<file path="src/rtl/route_cntrl.sv">
// route_cntrl: multi-stop route controller. It keeps a FIFO of barcode
// destination IDs and drives the robot to each stop in turn. At every
// intermediate stop it waits a fixed dwell time before moving on. While the
// robot should be moving but the path is blocked, it sounds a piezo buzzer.
module route_cntrl #(
  parameter int ID_W      = 6,
  parameter int DEPTH     = 4,
  parameter int DWELL_CYC = 50000000,
  parameter int BUZZ_HALF = 6250
) (
  input  logic                         clk,
  input  logic                         rst,
  input  logic [ID_W+1:0]              cmd,
  input  logic                         cmd_rdy,
  output logic                         clr_cmd_rdy,
  input  logic [ID_W-1:0]              ID,
  input  logic                         ID_vld,
  output logic                         clr_ID_vld,
  input  logic                         OK2Move,
  output logic                         in_transit,
  output logic                         go,
  output logic                         buzz,
  output logic                         buzz_n,
  output logic [$clog2(DEPTH+1)-1:0]   q_cnt,
  output logic                         q_full,
  output logic                         ovf
);

  localparam int PW = (DEPTH > 1) ? $clog2(DEPTH) : 1;
  localparam int CW = $clog2(DEPTH+1);
  localparam int DW = (DWELL_CYC > 1) ? $clog2(DWELL_CYC+1) : 1;
  localparam int BW = $clog2(BUZZ_HALF);

  localparam logic [PW-1:0] P_LAST     = PW'(DEPTH-1);
  localparam logic [CW-1:0] C_DEPTH    = CW'(DEPTH);
  localparam logic [CW-1:0] C_ONE      = CW'(1);
  localparam logic [DW-1:0] DWELL_LAST = DW'(DWELL_CYC-1);
  localparam logic [BW-1:0] BUZZ_LAST  = BW'(BUZZ_HALF-1);

  localparam logic [1:0] OP_STOP = 2'b00;
  localparam logic [1:0] OP_GO   = 2'b01;
  localparam logic [1:0] OP_APND = 2'b10;
  localparam logic [1:0] OP_SKIP = 2'b11;

  typedef enum logic [1:0] {S_IDLE, S_TRANSIT, S_DWELL} state_t;

  state_t            r_state, w_nxt;
  logic [ID_W-1:0]   r_mem [DEPTH];
  logic [PW-1:0]     r_rd_ptr, r_wr_ptr;
  logic [CW-1:0]     r_cnt;
  logic              r_full;
  logic              r_in_transit;
  logic              r_ovf;
  logic [DW-1:0]     r_dwell;
  logic [BW-1:0]     r_bcnt;
  logic              r_buzz;

  logic [1:0]        w_op;
  logic [ID_W-1:0]   w_cmd_id;
  logic [ID_W-1:0]   w_head;
  logic              w_empty;
  logic              w_hit;
  logic              w_dwell_done;
  logic              w_buzz_en;
  logic              w_push, w_pop, w_flush, w_load, w_ovf;

  assign w_op         = cmd[ID_W+1:ID_W];
  assign w_cmd_id     = cmd[ID_W-1:0];
  assign w_head       = r_mem[r_rd_ptr];
  assign w_empty      = (r_cnt == '0);
  // A barcode counts only in transit and only when no command competes for the cycle.
  assign w_hit        = (r_state == S_TRANSIT) & ID_vld & ~cmd_rdy & ~w_empty & (ID == w_head);
  assign w_dwell_done = (r_state == S_DWELL) & ~cmd_rdy & (r_dwell >= DWELL_LAST);
  assign w_buzz_en    = r_in_transit & ~OK2Move;

  function automatic logic [PW-1:0] f_inc(input logic [PW-1:0] p);
    return (p == P_LAST) ? '0 : p + PW'(1);
  endfunction

  // State register
  always_ff @(posedge clk) begin
    if (rst) r_state <= S_IDLE;
    else     r_state <= w_nxt;
  end

  // Next-state decision: a command always overrides barcode and dwell events
  always_comb begin
    w_nxt = r_state;
    if (cmd_rdy) begin
      case (w_op)
        OP_STOP: w_nxt = S_IDLE;
        OP_GO:   w_nxt = S_TRANSIT;
        OP_APND: if (!r_full && r_state == S_IDLE && w_empty) w_nxt = S_TRANSIT;
        default: if (!w_empty) w_nxt = (r_cnt == C_ONE) ? S_IDLE : S_TRANSIT;
      endcase
    end else begin
      case (r_state)
        S_TRANSIT: if (w_hit) w_nxt = (r_cnt > C_ONE) ? S_DWELL : S_IDLE;
        S_DWELL:   if (w_dwell_done) w_nxt = S_TRANSIT;
        default:   w_nxt = r_state;
      endcase
    end
  end

  // Handshake pulses and FIFO controls; nothing is consumed while in reset
  always_comb begin
    clr_cmd_rdy = cmd_rdy & ~rst;
    clr_ID_vld  = ID_vld & ~cmd_rdy & ~rst;
    w_flush     = cmd_rdy & (w_op == OP_STOP || w_op == OP_GO);
    w_load      = cmd_rdy & (w_op == OP_GO);
    w_push      = cmd_rdy & (w_op == OP_APND) & ~r_full;
    w_ovf       = cmd_rdy & (w_op == OP_APND) & r_full;
    w_pop       = (cmd_rdy & (w_op == OP_SKIP) & ~w_empty) | w_hit;
  end

  // Route FIFO. Push and pop are never active together because commands take priority.
  always_ff @(posedge clk) begin
    if (rst) begin
      r_rd_ptr <= '0;
      r_wr_ptr <= '0;
      r_cnt    <= '0;
      r_full   <= 1'b0;
    end else if (w_load) begin
      r_mem[r_wr_ptr] <= w_cmd_id;
      r_rd_ptr        <= r_wr_ptr;
      r_wr_ptr        <= f_inc(r_wr_ptr);
      r_cnt           <= C_ONE;
      r_full          <= (C_ONE == C_DEPTH);
    end else if (w_flush) begin
      r_rd_ptr <= r_wr_ptr;
      r_cnt    <= '0;
      r_full   <= 1'b0;
    end else if (w_push) begin
      r_mem[r_wr_ptr] <= w_cmd_id;
      r_wr_ptr        <= f_inc(r_wr_ptr);
      r_cnt           <= r_cnt + C_ONE;
      r_full          <= ((r_cnt + C_ONE) == C_DEPTH);
    end else if (w_pop) begin
      r_rd_ptr <= f_inc(r_rd_ptr);
      r_cnt    <= r_cnt - C_ONE;
      r_full   <= 1'b0;
    end
  end

  // Dwell timer. It restarts on entry, keeps counting through APPENDs and saturates at the limit.
  always_ff @(posedge clk) begin
    if (rst)                                          r_dwell <= '0;
    else if (r_state == S_DWELL && w_nxt == S_DWELL)  r_dwell <= (r_dwell >= DWELL_LAST) ? r_dwell : r_dwell + DW'(1);
    else                                              r_dwell <= '0;
  end

  // Registered status: motion request and overflow pulse
  always_ff @(posedge clk) begin
    if (rst) begin
      r_in_transit <= 1'b0;
      r_ovf        <= 1'b0;
    end else begin
      r_in_transit <= (w_nxt == S_TRANSIT);
      r_ovf        <= w_ovf;
    end
  end

  // Buzzer square wave. It is held low and re-phased whenever it is disabled.
  always_ff @(posedge clk) begin
    if (rst || !w_buzz_en) begin
      r_bcnt <= '0;
      r_buzz <= 1'b0;
    end else if (r_bcnt == BUZZ_LAST) begin
      r_bcnt <= '0;
      r_buzz <= ~r_buzz;
    end else begin
      r_bcnt <= r_bcnt + BW'(1);
    end
  end

  assign in_transit = r_in_transit;
  assign go         = r_in_transit & OK2Move;
  assign buzz       = r_buzz;
  assign buzz_n     = ~r_buzz;
  assign q_cnt      = r_cnt;
  assign q_full     = r_full;
  assign ovf        = r_ovf;

endmodule
</file>
<file path="config.mk">
export PLATFORM = sky130hd
export DESIGN_NAME = route_cntrl
export DESIGN_NICKNAME = d
export VERILOG_FILES = /design/src/rtl/route_cntrl.sv
export SDC_FILE = /design/constraint.sdc
export NUM_CORES = 1
export LEC_CHECK = 0
export ABC_AREA = 1
export ABC_CLOCK_PERIOD_IN_PS = 2400
export BUFFER_PORTS_ARGS = -buffer_cell sky130_fd_sc_hd__buf_2
export CORE_MARGIN = 1
export CORE_UTILIZATION = 40
export CTS_BUF_LIST = sky130_fd_sc_hd__clkbuf_2
export CTS_CLUSTER_DIAMETER = 50
export DETAILED_ROUTE_END_ITERATION = 12
export PLACE_DENSITY = 0.54
export SETUP_SLACK_MARGIN = 0.15
export SLEW_MARGIN = 10
export SYNTH_ARGS = -nofsm -noshare
export SYNTH_HDL_FRONTEND = slang
export SYNTH_SLANG_ARGS = --single-unit
</file>
<file path="constraint.sdc">
create_clock -name clk -period 2.4 [get_ports clk]
set_input_delay 0.24 -clock clk [delete_from_list [all_inputs] [get_ports clk]]
set_output_delay 0.24 -clock clk [all_outputs]
set_load 0.02 [all_outputs]
</file>
* Word level (Yosys, flattened, before mapping) *
Memory sizes are Yosys's and may differ from the RTL's. A register that Yosys moved wholly into a read port is not among the register bits.
Cells that the tools add are included.

storage, ports and cells
  register bits after elaboration = 52
  memory bits (writable) = 24
  bits of input ports = 19
  output and inout bits = 11
  memories kept = 1

memories
  name   words  bits a word  rd ports  clocked after Yosys merged registers in  write ports  line  source
  r_mem  4      6            1         1                                        1            48    logic [ID_W-1:0] r_mem [DEPTH];

operators by class
  add/subtract/negate cells = 6
  $lt $le $gt $ge = 2
  eq/ne operators = 15
  muxes and demuxes = 35
  bitwise operators = 27
  reduce and logical (&&, ||, !) cells = 19

operators by type and width
  operator                                       count
  2-to-1 mux 2 bit                               17
  adder 26 x 1 -> 26 bit, second input constant  1
  >= comparator 26 bit, second input constant    1
  AND 1 bit                                      18
  adder 13 x 1 -> 13 bit, second input constant  1
  == test 13 bit, second input constant          1
  2-to-1 mux 1 bit                               13
  == test 2 bit, second input constant           6
  inverter 1 bit                                 7
  == test 2 x 1 -> 1 bit, second input constant  3
  == test 6 bit                                  1
  2-to-1 mux 3 bit                               2
  2-to-1 mux 6 bit                               1
  case mux 2 bit (3 select lines)                1
  adder 2 x 1 -> 2 bit, second input constant    2
  zero test 2 bit                                2
  case mux 2 bit (2 select lines)                1
  AND reduction 2 bit                            2
  nonzero test 2 bit                             2
  nonzero test 4 bit                             1
  OR reduction 2 bit                             2
  adder 3 x 1 -> 3 bit, second input constant    1
  == test 3 x 1 -> 1 bit, second input constant  1
  == test 3 bit, second input constant           1
  other kinds (11)                               16

* Longest topological paths before layout *
Gate-level depths: netlist of run 1.

  depth after elaboration = 12
  gate-level depth with buffers = 19

* Worst setup path before layout of run 1 *
Ideal clock, no wire load.

  path type = register -> register
  start point = register r_cnt[0] (netlist: q_cnt[0])
  end point = register r_dwell[19]
  setup time = 0.073 ns
  arrival = 2.023 ns
  required time = 2.327 ns
  setup slack = 0.304 ns
  cell stages (with the launch flop) = 17
  path buffers = 1
  period minus slack after synthesis = 2.096 ns
  path through = dfxtp_1 -> inv_1 -> ha_1 -> nand2_1 -> nand4_1 -> a21oi_1 -> nand2_1 -> nor2_1 -> nand2_1 -> nand2_1 -> nand3_1 -> nand2_1 -> nand2_1 -> nand2_1 -> nand2_2 -> buf_6 -> nor3_2

between the ends
  cells in the longest elaborated chain, start to end = 11

RTL lines
  element                                                                                         line  source
  start, declared                                                                                 50    logic [CW-1:0] r_cnt;
  start signal, assigned                                                                          136   r_cnt <= r_cnt + C_ONE;
  start signal, assigned                                                                          140   r_cnt <= r_cnt - C_ONE;
  parallel branches: the longest is 6 deep, another holds greater-than comparator 3 x 1 -> 1 bit  n/a
  2-to-1 mux 2 bit *                                                                              89    if (cmd_rdy) begin
  == test 2 bit *                                                                                 148   else if (r_state == S_DWELL && w_nxt == S_DWELL) r_dwell <= (r_dwell >= DWELL_LAST) ? r_dwell : r_dwell + DW'( ...
  logical AND 1 bit *                                                                             148
  inverter 1 bit (no source line) *                                                               n/a
  OR reduction 2 bit (no source line) *                                                           n/a
  end signal, assigned                                                                            148
  end, declared                                                                                   54    logic [DW-1:0] r_dwell;

Mark *: on every way between the ends.
A chain may end at the register's enable or synchronous reset.

==> results.sh, run 1 <==
export IMPL_end_kind="register"
export IMPL_vias=3884
export IMPL_drt_antenna_violating_nets=0
export IMPL_worst_pin_slew_ns=0.489
export IMPL_hold_start="cmd[7]"
export IMPL_worst_hold_slack_ns=0.0626
export IMPL_yosys_area_top_type="dfxtp_1"
export IMPL_synth_compound_area_share=0.0550
export IMPL_routed_wl_um=10500
export IMPL_required_ns=2.90
export IMPL_synth_most_common_cell="nand2_1"
export IMPL_grtUsageTotal=0.180
export IMPL_tns_ns=0
export IMPL_final_util=0.510
export IMPL_synth_adder_area_share=0.0458
export IMPL_muxShareOfSynthArea=0
export IMPL_synth_edff_count=24
export IMPL_fin_area_um2=5340
export IMPL_fmax_mhz=463
export IMPL_grt_pass1_wl_um=15800
export IMPL_worstSkewPairLatency_ns=0.57
export IMPL_die_area_um2=11300
export IMPL_ctsRootBufferMaster="clkbuf_2"
export IMPL_pre_cts_slack_ns=-0.160
export IMPL_yosys_top_cells_count="nand2_1, inv_1, dfxtp_1, nor2_1, nand3_1"
export IMPL_power_mw=2.50
export IMPL_grt_pass1_vias=3402
export IMPL_firstDrtPassIters=4
export IMPL_outcome="completed"
export IMPL_crit_type="reg -> reg"
export IMPL_dominantRegCellSynth="dfxtp_1"
export IMPL_grt_max_degree=28
export IMPL_portBuffers=29
export IMPL_synth_top_area_share=0.248
export IMPL_diodes=0
export IMPL_rows=37
export IMPL_timing_final_ws_setup_ns=0.239
export IMPL_syn_num_nets=609
export IMPL_syn_inst=574
export IMPL_hpwl_um=6810
export IMPL_hold_viol=0
export IMPL_start_kind="register"
export IMPL_vdd_ir_drop_max_mv=0.258
export IMPL_synth_cell_area_um2=4370
export IMPL_syn_area_per_cell_um2=7.61
export IMPL_gp_congestion=0.948
export IMPL_drv_cap=0
export IMPL_slew_headroom=0.672
export IMPL_die_x_um=106
export IMPL_overflow=0
export IMPL_p_per_area_nw_per_um2=470
export IMPL_synthTopCellsByArea="dfxtp_1, edfxtp_1, nand2_1, inv_1, nor3_2"
export IMPL_synth_top_family_by_area="simple AND/OR/NAND/NOR gates"
export IMPL_cp_data_arrival_time_ns=2.66
export IMPL_synthToLayoutAreaGrowth_pct=22.2
export IMPL_antenna_found_initial=0
export IMPL_yosysSeqAreaShare=0.413
export IMPL_viasPerCell=4.95
export IMPL_ys_async_sr_fraction=0
export IMPL_yosysWarnings=0
export IMPL_cts_tree="yes"
export IMPL_start_util=0.417
export IMPL_dp_cells=744
export IMPL_fin_skew_ns=0.0331
export IMPL_ys_seq_elements=78
export IMPL_r2r_setup_slack_ns=0.24
export IMPL_synth_simple_area_share=0.330
export IMPL_drt_initial_drc_count=207
export IMPL_fin_nets=678
export IMPL_h_tree_depth=3
export IMPL_min_period_ns=2.16
export IMPL_r2r_end="r_dwell[0]$_SDFFE_PP0P_"
export IMPL_rsz0062_at_grt="true"
export IMPL_die_h_um=106
export IMPL_worstHoldPathCells=5
export IMPL_slew_violations=0
export IMPL_wl_per_cell_um=13.4
export IMPL_drc=0
export IMPL_min_to="ovf$_SDFF_PP0_"
export IMPL_hold_class="in -> reg"
export IMPL_setup_viol=0
export IMPL_synth_distinct_cells=29
export IMPL_drive_gt1_frac=0.219
export IMPL_placed_area_um2=4730
export IMPL_synth_xor_area_frac=0.0582
export IMPL_cp_max_fo=7
export IMPL_io_pins=30
export IMPL_reg2regPathDepth=17
export IMPL_clock_sinks=78
export IMPL_cts_buffer_depth=2
export IMPL_fin_cells=784
export IMPL_coreArea_um2=10500
export IMPL_fillerInstances=1028
export IMPL_min_period_over_period=0.900
export IMPL_leakage_nw=2.16
export IMPL_numCtsBuffers=9
export IMPL_path_clk_slew_ns=0.23
layout make-up:
| cell class | count | area, um2 | share of cell area |
|---|---|---|---|
| clock inverter | 6 | 61.3 | 0.0115 |
| inverter | 91 | 353 | 0.0661 |
| timing repair buffer | 65 | 495 | 0.0929 |
| clock buffer | 10 | 50.0 | 0.00938 |
| sequential | 78 | 1820 | 0.342 |
| multi-input combinational | 398 | 2380 | 0.446 |
| tap | 136 | 170 | 0.0319 |
layout by cell type, fill, tap and decap left out, types with 3 or more instances in the layout:
cell / count
inv_2: 6
dlygate4sd3_1: 8
nor3_1: 23
nor2_1: 48
nand2_2: 4
nand2_8: 4
xor2_1: 19
buf_2: 29
a21oi_1: 17
xnor2_1: 10
edfxtp_1: 24
ha_1: 13
dfxtp_1: 44
dfxtp_4: 4
inv_1: 81
nand4_1: 12
nand2_1: 131
nor3b_1: 4
nor4_1: 5
nand3_2: 3
o21ai_0: 23
inv_4: 3
nand2_4: 3
nand3b_1: 4
nor3_4: 5
clkbuf_2: 10
dfxtp_2: 6
nand3_1: 32
buf_4: 24
nor3_2: 22
how the worst max path moves through the flow:
stage	start	to	cells past startpoint
2_1_floorplan	q_cnt[0]$_SDFFE_PP0P_	r_dwell[19]$_SDFFE_PP0P_	16
3_3_place_gp	register	r_dwell[6]$_SDFFE_PP0P_	16
3_5_place_dp	register	r_dwell[2]$_SDFFE_PP0P_	16
4_1_cts	register	r_dwell[2]$_SDFFE_PP0P_	17
5_1_grt	q_cnt[0]$_SDFFE_PP0P_	r_dwell[0]$_SDFFE_PP0P_	16
6_report	register	r_dwell[0]$_SDFFE_PP0P_	17
cell families after synthesis:
group / Yosys count
adders and majority gates: 16
AOI/OAI and AO/OA: 46
and+or+nand+nor: 303
xor gates and xnor gates: 29
buffers and inverters: 102
DFF: 78
flip-flops by register name (all words and copies together), names as in the netlist, named ones only:
register / cells
r_state: 2
r_wr_ptr: 2
in_transit: 1
r_mem: 24
buzz: 1
r_dwell: 26
r_bcnt: 13
q_full: 1
q_cnt: 3
r_rd_ptr: 2
ovf: 1
report_power, final:
group / internal, mW / switching [mW]
Sequential: 1.38 / 0.0225
Clock: 0.244 / 0.482
Combinational: 0.148 / 0.226
worst max-delay path: stages (launching register included):
cell and delay, ns:
dfxtp_4 0.44, clkinvlp_4 0.17, nand3_1 0.14, nand2_1 0.07
nand2_1 0.06, nand2_1 0.07, inv_2 0.05, nand2_1 0.07
nor2_4 0.13, nand2_2 0.09, nand2_1 0.08, nand3_1 0.07
nand2_1 0.08, nand2_1 0.07, nand2_2 0.11, nand2_4 0.09
buf_12 0.16, nor3_4 0.14
layer usage:
metal,GRT usage,vias up,wire length [um]
li1,-,2002,-
met1,0.225,1756,4880
met2,0.299,108,4990
met3,0.0521,18,498
met4,0.0538,0,172
met5,0,-,0
repair_timing:
item	4_1_cts	5_1_grt
resized for setup	9	52
gates cloned	0	6
hold endpoints to repair	29	0
setup endpoints to repair	29	28
buffers inserted	0	10
pin swaps	0	14
hold buffers	8	0
(Power assumes the default switching activity.)
==> run 2: changes to the inputs <==
Settings changed: CORE_ASPECT_RATIO set to 0.7, CORE_UTILIZATION 40 to 61, PLACE_DENSITY 0.54 to 0.77.
==> run 2 against run 1 <==
Against the previous run: power shrank 2.7%; die area fell by 34%; final cell count down 6.0%; clock skew is 0.011 ns lower; first-iteration DRC count grew 57%; register-to-register slack barely moved; global-route usage increased by 10 points; sequential power hardly changed; utilization rose by 24 points; worst setup slack better by 0.0095 ns; clock power down 2.9%; design area fell by 4.2%; critical path type unchanged; largest cell class unchanged; largest power group unchanged.
==> results.sh, run 2 (synthesis gave the netlist of run 1 again) <==
export IMPL_drv_cap=0
export IMPL_drive_gt1_frac=0.188
export IMPL_synthToLayoutAreaGrowth_pct=17.1
export IMPL_min_period_ns=2.15
export IMPL_start_kind="register"
export IMPL_grt_pass1_vias=3420
export IMPL_cp_data_arrival_time_ns=2.60
export IMPL_cts_tree="yes"
export IMPL_power_mw=2.44
export IMPL_hold_class="in -> reg"
export IMPL_fin_cells=737
export IMPL_top_regs="r_dwell: 26 flops, r_mem: 24 flops, r_bcnt: 13 flops"
export IMPL_drt_initial_drc_count=325
export IMPL_diodes=0
export IMPL_drt_antenna_violating_nets=0
export IMPL_die_h_um=72.8
export IMPL_fin_area_um2=5110
export IMPL_io_pins=30
export IMPL_gp_congestion=0.921
export IMPL_tns_ns=0
export IMPL_final_cell_mix="nand2_1, inv_1, nor2_1, dfxtp_1, nand3_1"
export IMPL_end_kind="register"
export IMPL_min_period_over_period=0.896
export IMPL_largest_reg_flops=26
export IMPL_path_cells="ha_1, nand3_2, nor2_4, nand2_1, nand2_1, nand3_1, nand3_2, buf_6, a21oi_1, nor2_1, nand2_1, nand2_1, nand2_2, nand2_4, clkbuf_16, nor3_2"
export IMPL_grtUsageTotal=0.281
export IMPL_slew_violations=0
export IMPL_hpwl_um=6890
export IMPL_hold_viol=0
export IMPL_h_tree_depth=3
export IMPL_vdd_ir_drop_max_mv=0.376
export IMPL_ctsRootBufferMaster="clkbuf_2"
export IMPL_fin_nets=673
export IMPL_fin_skew_ns=0.0224
export IMPL_coreArea_um2=6850
export IMPL_outcome="completed"
export IMPL_leakage_nw=2.07
export IMPL_portBuffers=29
export IMPL_overflow=0
export IMPL_worstHoldPathCells=5
export IMPL_rows=25
export IMPL_path_common_cell="nand2_1"
export IMPL_final_util=0.746
export IMPL_cp_max_fo=7
export IMPL_placed_area_um2=4670
export IMPL_fmax_mhz=465
export IMPL_startpoint="r_dwell[0]$_SDFFE_PP0P_"
export IMPL_top_register="r_dwell"
export IMPL_drc=0
export IMPL_slew_headroom=0.651
export IMPL_cpPeakStageDelay_ns=0.38
export IMPL_p_per_area_nw_per_um2=477
export IMPL_viasPerCell=5.34
export IMPL_dp_cells=701
export IMPL_die_x_um=103
export IMPL_layout_commonest_cell="nand2_1"
export IMPL_die_area_um2=7510
export IMPL_clock_sinks=78
export IMPL_pre_cts_slack_ns=0.0371
export IMPL_routed_wl_um=10200
export IMPL_path_clk_slew_ns=0.21
export IMPL_wl_per_cell_um=13.9
export IMPL_rsz0062_at_grt="false"
export IMPL_cts_buffer_depth=2
export IMPL_crit_type="reg -> reg"
export IMPL_worstSkewPairLatency_ns=0.54
export IMPL_numCtsBuffers=9
export IMPL_start_util=0.637
export IMPL_hold_start="cmd[7]"
export IMPL_grt_pass1_wl_um=16000
export IMPL_firstDrtPassIters=5
export IMPL_required_ns=2.85
export IMPL_setup_viol=0
export IMPL_grt_max_degree=28
export IMPL_worstReg2RegStart="r_dwell[0]$_SDFFE_PP0P_"
export IMPL_slowest_stage="dfxtp_2"
export IMPL_worst_pin_slew_ns=0.519
export IMPL_reg2regPathDepth=16
export IMPL_vias=3938
export IMPL_timing_final_ws_setup_ns=0.249
export IMPL_antenna_found_initial=0
export IMPL_worst_hold_slack_ns=0.0911
-- run 2: cell types whose count changed in the layout (fill, tap and decap cells not counted), moves of 3 or more --
cell,delta
buf_4,-6
nand2_1,+3
nor3_4,-3
buf_6,+3
dfxtp_1,+3
-- run 2: worst max-delay path, delay by kind of cell, from the launching register on --
kind / cells / cell delay [ns]
adders and majority gates: 1 / 0.17
DFF: 1 / 0.38
AOI/OAI and AO/OA: 1 / 0.07
buffers and inverters: 2 / 0.33
and+or+nand+nor: 12 / 1.13
-- run 2: final cells by class --
cell class	instances	area, um2
clock buffers	10	50.0
inverters	91	347
repair buffers	63	479
flip-flops and latches	78	1820
well taps	94	118
fillers	541	1740
clock inverters	6	62.6
multi-input cells	395	2240
-- run 2: repair_timing --
item | CTS | global route
pin swaps | 0 | 8
endpoints found under the hold margin | 29 | 0
endpoints found under the setup margin | 26 | 29
resized for setup | 4 | 32
hold buffers | 9 | 0
cloned | 0 | 5
buffers inserted | 0 | 6
-- run 2: layer usage --
metal	vias to the layer above	share of wire	global-route usage
met5	-	0	0
met4	0	0.011	0.0908
met3	13	0.087	0.0776
met2	159	0.44	0.414
met1	1784	0.46	0.401
li1	1982	-	-
-- run 2: power by group --
group / leakage (nW) / switching (mW) / internal, mW
clock network: 0.0656 / 0.464 / 0.240
logic: 1.35 / 0.202 / 0.126
registers: 0.658 / 0.0212 / 1.38
-- run 2: final timing paths --
path                             endpoint  slack (ns)
setup / recovery  r_dwell[0]$_SDFFE_PP0P_        0.25
hold / removal             ovf$_SDFF_PP0_        0.09
setup reg to reg  r_dwell[0]$_SDFFE_PP0P_        0.25
hold reg to reg      r_bcnt[0]$_SDFF_PP0_        0.49
==> run 3: changes to the inputs <==
Settings changed: PLACE_DENSITY 0.77 to 0.8.
==> run 3 against run 2 <==
Against the previous run: worst setup slack worse by 0.068 ns; sequential power about the same; register-to-register slack worse by 0.07 ns; fmax decreased by 3.1%; clock skew up 0.0075 ns; largest power group unchanged.
==> results.sh, run 3 (synthesis gave the netlist of run 1 again) <==
export IMPL_worst_hold_slack_ns=0.103
export IMPL_clock_sinks=78
export IMPL_grt_pass1_vias=3522
export IMPL_h_tree_depth=3
export IMPL_largest_reg_flops=26
export IMPL_grt_max_degree=28
export IMPL_cts_buffer_depth=2
export IMPL_cp_data_arrival_time_ns=2.65
export IMPL_fin_skew_ns=0.0299
export IMPL_overflow=0
export IMPL_drive_gt1_frac=0.187
export IMPL_start_util=0.637
export IMPL_switchingPower_mw=0.703
export IMPL_drt_antenna_violating_nets=0
export IMPL_synthToLayoutAreaGrowth_pct=17.7
export IMPL_routed_wl_um=10400
export IMPL_hpwl_um=6990
export IMPL_required_ns=2.83
export IMPL_gp_congestion=0.956
export IMPL_grt_busiest_layer="met2"
export IMPL_slew_headroom=0.506
export IMPL_grt_pass1_wl_um=16000
export IMPL_intPower_mw=1.77
export IMPL_p_clk_frac=0.293
export IMPL_met3_usage=0.0699
export IMPL_top_register="r_dwell"
export IMPL_final_cell_mix="nand2_1, inv_1, dfxtp_1, nor2_1, nand3_1"
export IMPL_final_util=0.751
export IMPL_start_kind="register"
export IMPL_die_x_um=103
export IMPL_hold_class="in -> reg"
export IMPL_outcome="completed"
export IMPL_crit_type="reg -> reg"
export IMPL_numCtsBuffers=9
export IMPL_top_regs="r_dwell: 26 flops, r_mem: 24 flops, r_bcnt: 13 flops"
export IMPL_viasPerCell=5.50
export IMPL_diodes=0
export IMPL_portBuffers=29
export IMPL_grtUsageTotal=0.281
export IMPL_swShare=0.285
export IMPL_drt_initial_drc_count=356
export IMPL_tns_ns=0
export IMPL_final_seq_area_um2=1810
export IMPL_grt_util_met1=0.388
export IMPL_met2_usage=0.432
export IMPL_p_seq_frac=0.568
export IMPL_fillerInstances=476
export IMPL_setup_viol=0
export IMPL_rsz0062_at_grt="false"
export IMPL_vias=4051
export IMPL_drv_cap=0
export IMPL_pre_cts_slack_ns=0.0551
export IMPL_firstDrtPassIters=5
export IMPL_min_period_over_period=0.925
export IMPL_io_pins=30
export IMPL_p_comb_frac=0.139
export IMPL_fmax_mhz=451
export IMPL_power_mw=2.47
export IMPL_timing_final_ws_setup_ns=0.181
export IMPL_wl_per_cell_um=14.1
export IMPL_path_clk_slew_ns=0.23
export IMPL_die_area_um2=7510
export IMPL_drc=0
export IMPL_antenna_found_initial=0
export IMPL_coreArea_um2=6850
export IMPL_leakage_nw=2.08
export IMPL_worst_pin_slew_ns=0.741
export IMPL_slew_violations=0
export IMPL_min_period_ns=2.22
export IMPL_cp_max_fo=7
export IMPL_p_per_area_nw_per_um2=480
export IMPL_multi_input_area_um2=2290
export IMPL_ctsRootBufferMaster="clkbuf_2"
export IMPL_vdd_ir_drop_max_mv=0.406
export IMPL_layout_commonest_cell="nand2_1"
export IMPL_worstSkewPairLatency_ns=0.53
export IMPL_end_kind="register"
export IMPL_rows=25
export IMPL_die_h_um=72.8
export IMPL_fin_nets=673
export IMPL_hold_viol=0
export IMPL_cts_tree="yes"
## run 3: power groups by stage
stage                     Clock [mW]  Combinational (mW)  Sequential [mW]
after floorplan                    0               0.184             1.43
after global placement             0               0.258             1.43
after detailed placement           0               0.267             1.43
after CTS                      0.738               0.292             1.40
after global routing           0.787               0.380             1.41
final                          0.723               0.344             1.40
## run 3: cell type report
class | instances | area share
clock inverter | 6 | 0.0131
timing repair buffer | 61 | 0.0900
tap | 94 | 0.0229
sequential | 78 | 0.352
clock buffer | 10 | 0.00973
multi-input combinational | 397 | 0.445
inverter | 91 | 0.0674
## run 3: routing by layer
layer  vias up  wire, um  part of all wire
met1      1837      4490              0.43
met3        34       974             0.094
met5         -         0                 0
li1       1982         -                 -
met4         0       222             0.021
met2       198      4690              0.45
## run 3: critical path, stage by stage, from the launching register on
cell and delay (ns):
dfxtp_1 0.43, nand2_1 0.14, inv_1 0.12, nand3_1 0.10
nor3_1 0.25, nand3_1 0.19, nand3_4 0.16, a21oi_1 0.08
nor2_1 0.09, nand2_1 0.06, nand2_1 0.06, nand2_2 0.07
nand2_4 0.14, clkbuf_16 0.19, nor3_2 0.04
## run 3: worst paths after layout
kind	startpoint	end	slack, ns	cells after the start
min reg2reg	r_bcnt[0]$_SDFF_PP0_	r_bcnt[0]$_SDFF_PP0_	0.50	1
max reg2reg	r_dwell[14]$_SDFFE_PP0P_	r_dwell[23]$_SDFFE_PP0P_	0.18	14
min	cmd[7]	ovf$_SDFF_PP0_	0.10	5
max	r_dwell[14]$_SDFFE_PP0P_	r_dwell[23]$_SDFFE_PP0P_	0.18	14
## run 3: timing repair
item	in CTS	in global routing
pin swaps	1	8
hold endpoints to repair	28	0
hold buffers	9	0
endpoints found under the setup margin	26	27
gates cloned	1	5
gates resized for setup	5	29
setup buffers	1	5
## run 3: stage by stage
| step | instances | cell area [um2] |
|---|---|---|
| 3_3_place_gp | 700 | 4660 |
| 4_1_cts | 727 | 4910 |
| 3_5_place_dp | 700 | 4660 |
| 2_1_floorplan | 574 | 4370 |
| 5_1_grt | 737 | 5140 |
| 6_report | 737 | 5140 |
